==> config.mk <==
export PLATFORM = sky130hd
export DESIGN_NAME = regfile_wb_arbiter
export DESIGN_NICKNAME = d
export VERILOG_FILES = /design/src/rtl/regfile_pkg.sv /design/src/rtl/rr_arbiter_core.sv /design/src/rtl/regfile_wb_arbiter.sv
export SDC_FILE = /design/constraint.sdc
export NUM_CORES = 1
export LEC_CHECK = 0
export ABC_CLOCK_PERIOD_IN_PS = 1400
export CORE_MARGIN = 5
export CORE_UTILIZATION = 30
export CTS_BUF_LIST = sky130_fd_sc_hd__clkbuf_4 sky130_fd_sc_hd__clkbuf_8 sky130_fd_sc_hd__clkbuf_16
export DETAILED_ROUTE_END_ITERATION = 6
export PLACE_DENSITY = 0.76
export SYNTH_ARGS = -nofsm -noshare
export SYNTH_HDL_FRONTEND = slang
export SYNTH_SLANG_ARGS = --single-unit
==> constraint.sdc <==
create_clock -name clk -period 1.4 [get_ports clk]
set_input_delay 0.14 -clock clk [delete_from_list [all_inputs] [get_ports clk]]
set_output_delay 0.14 -clock clk [all_outputs]
set_load 0.01 [all_outputs]
==> src/rtl/regfile_pkg.sv <==
// Shared register-file constants: index/data widths, the hard-wired zero
// register and the fixed requester slots of the write-back arbiter.
package regfile_pkg;

  localparam int REG_ADDR_W = 5;
  localparam int REG_DATA_W = 32;

  localparam logic [REG_ADDR_W-1:0] ZERO_REG = 5'd0;

  localparam int WB_ALU = 0;
  localparam int WB_MEM = 1;
  localparam int WB_DBG = 2;

endpackage

==> src/rtl/rr_arbiter_core.sv <==
// Round-robin priority search over a request vector, with the rotating
// start pointer kept here so the search and its bookkeeping stay together.
module rr_arbiter_core #(
  parameter int NUM_REQ = 3
) (
  input  logic               clk,
  input  logic               rst,
  input  logic [NUM_REQ-1:0] req,
  output logic [NUM_REQ-1:0] grant,
  output logic [2:0]         grant_idx,
  output logic               grant_valid
);

  logic [2:0] ptr;
  logic       hi_found;
  logic [2:0] hi_idx;
  logic       lo_found;
  logic [2:0] lo_idx;

  // Lowest request at or above ptr wins; otherwise wrap to the lowest overall.
  always_comb begin
    hi_found = 1'b0;
    hi_idx   = 3'd0;
    lo_found = 1'b0;
    lo_idx   = 3'd0;
    for (int i = NUM_REQ - 1; i >= 0; i--) begin
      if (req[i]) begin
        lo_found = 1'b1;
        lo_idx   = 3'(i);
        if (i >= int'(ptr)) begin
          hi_found = 1'b1;
          hi_idx   = 3'(i);
        end
      end
    end
    grant_valid = lo_found;
    grant_idx   = hi_found ? hi_idx : lo_idx;
    grant       = lo_found ? (NUM_REQ'(1) << grant_idx) : '0;
  end

  always_ff @(posedge clk) begin
    if (rst) begin
      ptr <= 3'd0;
    end else if (grant_valid) begin
      ptr <= (grant_idx == 3'(NUM_REQ - 1)) ? 3'd0 : grant_idx + 3'd1;
    end
  end

endmodule

==> src/rtl/regfile_wb_arbiter.sv <==
// Shares the single register-file write port among several write-back
// producers; the winning write is registered onto the port, $0 writes dropped.
module regfile_wb_arbiter
  import regfile_pkg::*;
#(
  parameter int NUM_REQ = 3,
  parameter int ADDR_W  = REG_ADDR_W,
  parameter int DATA_W  = REG_DATA_W
) (
  input  logic                      clk,
  input  logic                      rst,
  input  logic                      stall,
  input  logic [NUM_REQ-1:0]        req_valid,
  input  logic [NUM_REQ*ADDR_W-1:0] req_reg,
  input  logic [NUM_REQ*DATA_W-1:0] req_data,
  output logic [NUM_REQ-1:0]        req_ready,
  output logic [ADDR_W-1:0]         writeRegister,
  output logic [DATA_W-1:0]         writeData,
  output logic                      writeEnable,
  output logic                      wb_pending,
  output logic [2:0]                grant_id
);

  logic               arb_en;
  logic [NUM_REQ-1:0] req_masked;
  logic [NUM_REQ-1:0] grant;
  logic [2:0]         grant_idx;
  logic               grant_valid;
  logic [ADDR_W-1:0]  sel_reg;
  logic [DATA_W-1:0]  sel_data;

  // Masking requests here keeps both the grant and the pointer frozen.
  assign arb_en     = !stall && !rst;
  assign req_masked = req_valid & {NUM_REQ{arb_en}};

  rr_arbiter_core #(
    .NUM_REQ(NUM_REQ)
  ) u_core (
    .clk         (clk),
    .rst         (rst),
    .req         (req_masked),
    .grant       (grant),
    .grant_idx   (grant_idx),
    .grant_valid (grant_valid)
  );

  assign req_ready = grant;

  // One-hot select keeps req_reg/req_data off the req_ready path.
  always_comb begin
    sel_reg  = '0;
    sel_data = '0;
    for (int i = 0; i < NUM_REQ; i++) begin
      if (grant[i]) begin
        sel_reg  = req_reg[i*ADDR_W +: ADDR_W];
        sel_data = req_data[i*DATA_W +: DATA_W];
      end
    end
  end

  always_ff @(posedge clk) begin
    if (rst) begin
      writeEnable   <= 1'b0;
      writeRegister <= '0;
      writeData     <= '0;
      grant_id      <= 3'd0;
    end else if (grant_valid) begin
      writeEnable   <= (sel_reg != ADDR_W'(ZERO_REG));
      writeRegister <= sel_reg;
      writeData     <= sel_data;
      grant_id      <= grant_idx;
    end else begin
      writeEnable   <= 1'b0;
    end
  end

  assign wb_pending = writeEnable;

endmodule

==> results.cfg, run 1 <==
[run_status]
status = finished, violations left
violations = setup timing

[final_layout]
area_growth_pct = 112.6
nets = 518
design_area_um2 = 4449
fillerInstances = 582
final_cells = 498
diodes = 0
drive_gt1_share_pct = 18.66

[timing]
setup_viol = 44
fmax_mhz = 577.8
finalCriticalPeriod_ns = 1.731
fin_crit_sh_pct = 123.6
setup_ws_ns = -0.3307
finalClockSkew_ns = 0.003799
hold_violations = 0
rsz0062_at_grt = true
finalMaxSlewViolations = 0

[yosys]
yosysTopAreaCell = dfxtp_1
synth-simple-area-share_pct = 8.727
synth-edff-count = 0
ys_warn_count = 0
synth_mux_area_share_pct = 17.69
netlist_area_um2 = 2093
synth_seq_area_share_pct = 41.12
synth_top_family_by_area = compound AO/OA/AOI/OAI gates
ys_seq_elements = 43
synthTopCellsByArea = dfxtp_1 41%, mux2i_1 18%, a22oi_1 13%
ys_types = 32
synth_top_area_share_pct = 41.12
synth_common_cells = 43 x dfxtp_1, 37 x mux2i_1, 36 x a22oi_1
synthXorXnorAreaFrac_pct = 0
synth_nets = 333
syn_avg_cell_area_um2 = 9.691
synthAdderAreaFrac_pct = 0
synth_compound_gate_area_share_pct = 25.10
syn_inst = 216
yosysMostFrequentCell = dfxtp_1
synth_flop_cell = dfxtp_1
synthArstFlopShare_pct = 0

[hold_path]
hold_path_class = primary input to register

[setup_path]
crit_required_ns = 1.26
worstPathArrival_ns = 1.59
critical_path.top_delay_family = simple AND/OR/NAND/NOR gates
crit_fanout = 5
crit_buf_inv = 2
crit_type = register to output pin
critPathSlowestCell = dfxtp_4
cpPeakStageDelay_ns = 0.38
cp_cell_sequence = nor3b_4, o22ai_4, and4_4, buf_12, nor2_4, buf_6
crit_path_start_kind = register
cp-end-kind = output pin

[die]
initial_utilization_pct = 30.81
die_h_um = 93.53
dieWidth_um = 93.53
num_rows = 30
core-area_um2 = 6794
io_pins = 162
dieArea_um2 = 8748

[grt]
grt_use_met3_pct = 7.321
grt_antenna_before_repair = 0
grt_start_max_net_pins = 35
globalRouteMet2Util_pct = 33.83
grtUsageMet1_pct = 19.70
grt_pass1_wl_mm = 12.74
gr-total-overflow = 0
grt_busiest_layer = met2
grt_usage_pct = 18.60
grt_pass1_vias = 2582

[placed_design]
place_hpwl_mm = 6.084
place_inst = 477
portBuffers = 160
placed_cell_area_um2 = 3874
gp_congestion = 0.8321
pre_cts_slack_ns = -0.6578

[clock_tree]
cts_buffer_depth = 2
h-tree-depth = 2
clk_latency_ns = 0.29
cts_buffers = 5
clkTransAtPathRegs_ns = 0.08
cts_hold_repair.buffers = 0
cts_root_buf = clkbuf_8
clock_sinks = 43
cts_tree = built

[flow_run]
maxCapViolCount = 0

[detailed_routing]
wirelength_mm = 8.724
drc = 0
wire_per_inst_um = 17.52
dr_total_vias = 2468
viasPerCell = 4.956
ant_nets = 0
dr.pass1.iters = 4
first_iter_violations = 69

[power_and_ir_drop]
p_leak_uw = 0.001638
peakVddDrop_mv = 0.3516
powerDensity_nw_per_um2 = 763.5
## worst paths after layout
| kind | startpoint | endpoint | slack [ns] | depth (start not counted) |
|---|---|---|---|---|
| worst max-delay path | u_core.ptr[2]$_SDFFE_PP0N_ | req_ready[0] | -0.33 | 6 |
| worst min-delay path | rst | grant_id[1]$_SDFFE_PP0N_ | 0.42 | 3 |
| worst max register to register | u_core.ptr[1]$_SDFFE_PP0N_ | writeData[12]$_SDFFE_PP0N_ | -0.31 | 8 |
| worst min register to register | writeRegister[3]$_SDFFE_PP0N_ | writeRegister[3]$_SDFFE_PP0N_ | 0.45 | 2 |
## layer usage
metal	wire length [µm]	part of all wire (%)
met1	3285	38
met2	4371	50
met3	889	10
met4	177	2.0
met5	0	0
## registers in the layout, indices dropped and copies added (netlist names)
register,flops
writeData,32
wb_pending,1
u_core.ptr,3
grant_id,2
writeRegister,5
## per-stage QoR
step	hold WS [ns]	power [µW]	utilization (%)	setup TNS, ns
floorplan	0.2091	1683	-	-0.6948
global placement	0.4373	2291	57.02	-23.26
detailed placement	0.4417	2305	57.02	-24.74
CTS	0.4031	3396	63.28	-8.593
global route	0.4609	3548	65.49	-14.14
finish	0.4219	3397	65.49	-10.13
## report_power, final
| group | internal (µW) | switching [µW] |
|---|---|---|
| combinational | 662 | 351 |
| clock | 578 | 430 |
| sequential | 1320 | 54.8 |
| total | 2560 | 836 |
## layout make-up
cell class                 count  area [µm²]  area share (%)
timing repair buffer         197        2130           47.86
clock buffer                   6       82.58           1.856
inverter                       1       6.256          0.1406
clock inverter                 2       35.03          0.7874
tap                           96       120.1           2.700
multi-input combinational    153        1209           27.17
sequential                    43       867.1           19.49
## cells by family after synthesis
| kind of cell | after synthesis |
|---|---|
| other | 1 |
| muxes | 37 |
| and+or+nand+nor | 32 |
| DFF | 43 |
| AOI/OAI and AO/OA | 83 |
| buffers and inverters | 20 |
## worst reg2reg max path: stages (launching register included)
cell	delay, ns
dfxtp_2	0.34
buf_6	0.12
o22ai_4	0.16
and4_4	0.27
buf_12	0.14
buf_12	0.14
buf_12	0.13
mux2i_4	0.22
o21ai_1	0.07
## placed cells by master (no fill, tap or decap), types with 2 or more instances in the layout
| master | n |
|---|---|
| a22oi_2 | 2 |
| dfxtp_2 | 2 |
| clkbuf_8 | 6 |
| o21ai_1 | 37 |
| mux2i_2 | 3 |
| buf_6 | 7 |
| mux2i_1 | 33 |
| and3_1 | 3 |
| buf_8 | 2 |
| a22oi_1 | 34 |
| clkdlybuf4s50_1 | 153 |
| a21oi_2 | 2 |
| dfxtp_1 | 40 |
| dlymetal6s2s_1 | 3 |
| nor2_1 | 5 |
| nor2_2 | 2 |
| buf_16 | 5 |
| nand2b_4 | 2 |
| a2bb2oi_1 | 2 |
| buf_4 | 18 |
| buf_12 | 6 |
| nand2_1 | 4 |
| clkbuf_16 | 2 |
| or4_1 | 2 |
## repair_timing
action	4_1_cts	5_1_grt
resized for setup	54	31
setup endpoints to repair	45	48
buffers inserted	3	4
gates cloned	5	2
pin swaps	6	7
Note: power is estimated with default switching activity, not from simulation.
==> inputs of run 2 (changes only) <==
--- a/config.mk
+++ b/config.mk
@@ -9,6 +9,7 @@
 export CORE_MARGIN = 5
 export CORE_UTILIZATION = 30
 export CTS_BUF_LIST = sky130_fd_sc_hd__clkbuf_4 sky130_fd_sc_hd__clkbuf_8 sky130_fd_sc_hd__clkbuf_16
+export CTS_CLUSTER_SIZE = 14
 export DETAILED_ROUTE_END_ITERATION = 6
 export PLACE_DENSITY = 0.76
 export SYNTH_ARGS = -nofsm -noshare
==> results of run 2 <==
Same layout as run 1: the final DEF is identical, and so are final timing and power.
==> inputs of run 3 (changes only) <==
--- a/config.mk
+++ b/config.mk
@@ -11,7 +11,7 @@
 export CTS_BUF_LIST = sky130_fd_sc_hd__clkbuf_4 sky130_fd_sc_hd__clkbuf_8 sky130_fd_sc_hd__clkbuf_16
 export CTS_CLUSTER_SIZE = 14
 export DETAILED_ROUTE_END_ITERATION = 6
-export PLACE_DENSITY = 0.76
+export PLACE_DENSITY = 0.88
 export SYNTH_ARGS = -nofsm -noshare
 export SYNTH_HDL_FRONTEND = slang
 export SYNTH_SLANG_ARGS = --single-unit
==> run 3 against run 2 <==
The flow still finishes with violations (setup timing). Sequential share of layout area is 0.42 points higher. Clock power is 14% lower. Non-clock buffer count unchanged. Critical endpoint unchanged. Largest power group unchanged.
==> results.cfg, run 3 (same netlist as run 1, synthesis figures left out) <==
[power_and_ir_drop]
p_leak_uw = 0.001600
clkPwrFrac_pct = 26.9
finalPower_uw = 3245
swShare_pct = 24.90
seqPwrFrac_pct = 42.4
comb_power_share_pct = 30.7
p_int_uw = 2437
p_sw_uw = 808.1
powerDensity_nw_per_um2 = 745.0
peakVddDrop_mv = 0.5230

[final_layout]
regMostFlops = writeData
layout_commonest_cell = clkdlybuf4s50_1
finish.utilization_pct = 64.11
nets = 518
final_cells = 498
diodes = 0
reg_top3 = writeData: 32 flops, writeRegister: 5 flops, u_core.ptr: 3 flops
final_cell_mix = 153 x clkdlybuf4s50_1, 40 x dfxtp_1, 36 x o21ai_1, 35 x a22oi_1, 32 x mux2i_1
largest_register_ff_count = 32
drive_gt1_share_pct = 18.66
area_growth_pct = 108.1

[setup_path]
crit_type = register to output pin
cp-end-kind = output pin
crit_fanout = 6
crit_required_ns = 1.26
crit_path_start_kind = register
worstPathArrival_ns = 1.55

[clock_tree]
cts_buffers = 5
cts_hold_repair.buffers = 0
clock_sinks = 43
clk_latency_ns = 0.29
h-tree-depth = 2
cts_tree = built
cts_buffer_depth = 2
cts_root_buf = clkbuf_8
clkTransAtPathRegs_ns = 0.08

[grt]
gr-total-overflow = 0
grt_start_max_net_pins = 35
grt_pass1_vias = 2762
grt_pass1_wl_mm = 12.96
grt_usage_pct = 18.62
grt_antenna_before_repair = 0

[detailed_routing]
drc = 0
wirelength_mm = 8.857
route.met2.wl_mm = 4.690
met1_length_mm = 3.139
first_iter_violations = 64
viasPerCell = 5.060
route.met3.wl_um = 749
dr.pass1.iters = 4
wire_per_inst_um = 17.79
ant_nets = 0
topRoutingLayerUsed = met4
dr_total_vias = 2520

[timing]
rsz0062_at_grt = true
finalCriticalPeriod_ns = 1.686
fmax_mhz = 593.1
tns_ns = -9.289
hold_violations = 0
setup_viol = 43
fin_crit_sh_pct = 120.4
finalMaxSlewViolations = 0
setup_ws_ns = -0.2860
finalClockSkew_ns = 0.004657

[die]
num_rows = 30
die_h_um = 93.53
core-area_um2 = 6794
dieWidth_um = 93.53
io_pins = 162
dieArea_um2 = 8748
initial_utilization_pct = 30.81

[placed_design]
portBuffers = 160
pre_cts_slack_ns = -0.6725
place_inst = 473
place_hpwl_mm = 6.183
gp_congestion = 0.8143

[run_status]
violations = setup timing
status = finished, violations left

[hold_path]
hold_path_class = primary input to register

[flow_run]
maxCapViolCount = 0
[run 3: cell count changes in the layout (fill, tap and decap cells not counted), sizes merged]
cell | previous run | this run
bufinv | 1 | 0
dlygate4sd2 | 1 | 2
clkinv | 1 | 0
dlymetal6s2s | 3 | 2
clkbuf | 8 | 10
[run 3: power by group through the flow]
stage	clock [µW]	combinational (µW)	sequential, µW
after floorplan	0	237	1450
after global placement	0	878	1400
after detailed placement	0	896	1400
after CTS	913	954	1380
after global routing	957	1060	1390
final	873	995	1380
[run 3: area by class of cell]
| cell class | count | area (µm²) |
|---|---|---|
| well taps | 96 | 120.1 |
| clock buffers | 8 | 103.9 |
| fillers | 539 | 2439 |
| inverters | 1 | 6.256 |
| repair buffers | 197 | 2062 |
| multi-input cells | 153 | 1196 |
| flip-flops and latches | 43 | 867.1 |
[run 3: worst paths after layout]
path	start	to	slack, ns	cells past startpoint
max	u_core.ptr[0]$_SDFFE_PP0N_	req_ready[0]	-0.29	6
min	rst	grant_id[1]$_SDFFE_PP0N_	0.30	2
max reg2reg	u_core.ptr[1]$_SDFFE_PP0N_	writeData[9]$_SDFFE_PP0N_	-0.27	8
min reg2reg	writeRegister[3]$_SDFFE_PP0N_	writeRegister[3]$_SDFFE_PP0N_	0.46	2
[run 3: critical path: stages, from the launching register on]
cell and delay, ns:
dfxtp_2 0.35, nor3b_4 0.22, o22ai_2 0.12, and4_4 0.22, buf_6 0.13, nor2_4 0.11
buf_6 0.11
[run 3: per-stage QoR]
step	hold slack, ns	cell area [µm²]
2_1_floorplan	0.2091	2101
6_report	0.3024	4355
3_5_place_dp	0.4496	3831
4_1_cts	0.2955	4193
3_3_place_gp	0.4380	3831
5_1_grt	0.3172	4355
[run 3: layer usage]
metal	global-route usage, %	vias up
li1	-	1188
met1	17.83	1176
met2	35.68	134
met3	6.275	22
met4	8.063	0
met5	0	-
[run 3: what timing repair did]
item / in CTS / in global routing
gates resized for setup: 52 / 22
buffers inserted: 10 / 3
setup endpoints to repair: 44 / 47
gates cloned: 2 / 3
pin swaps: 8 / 8
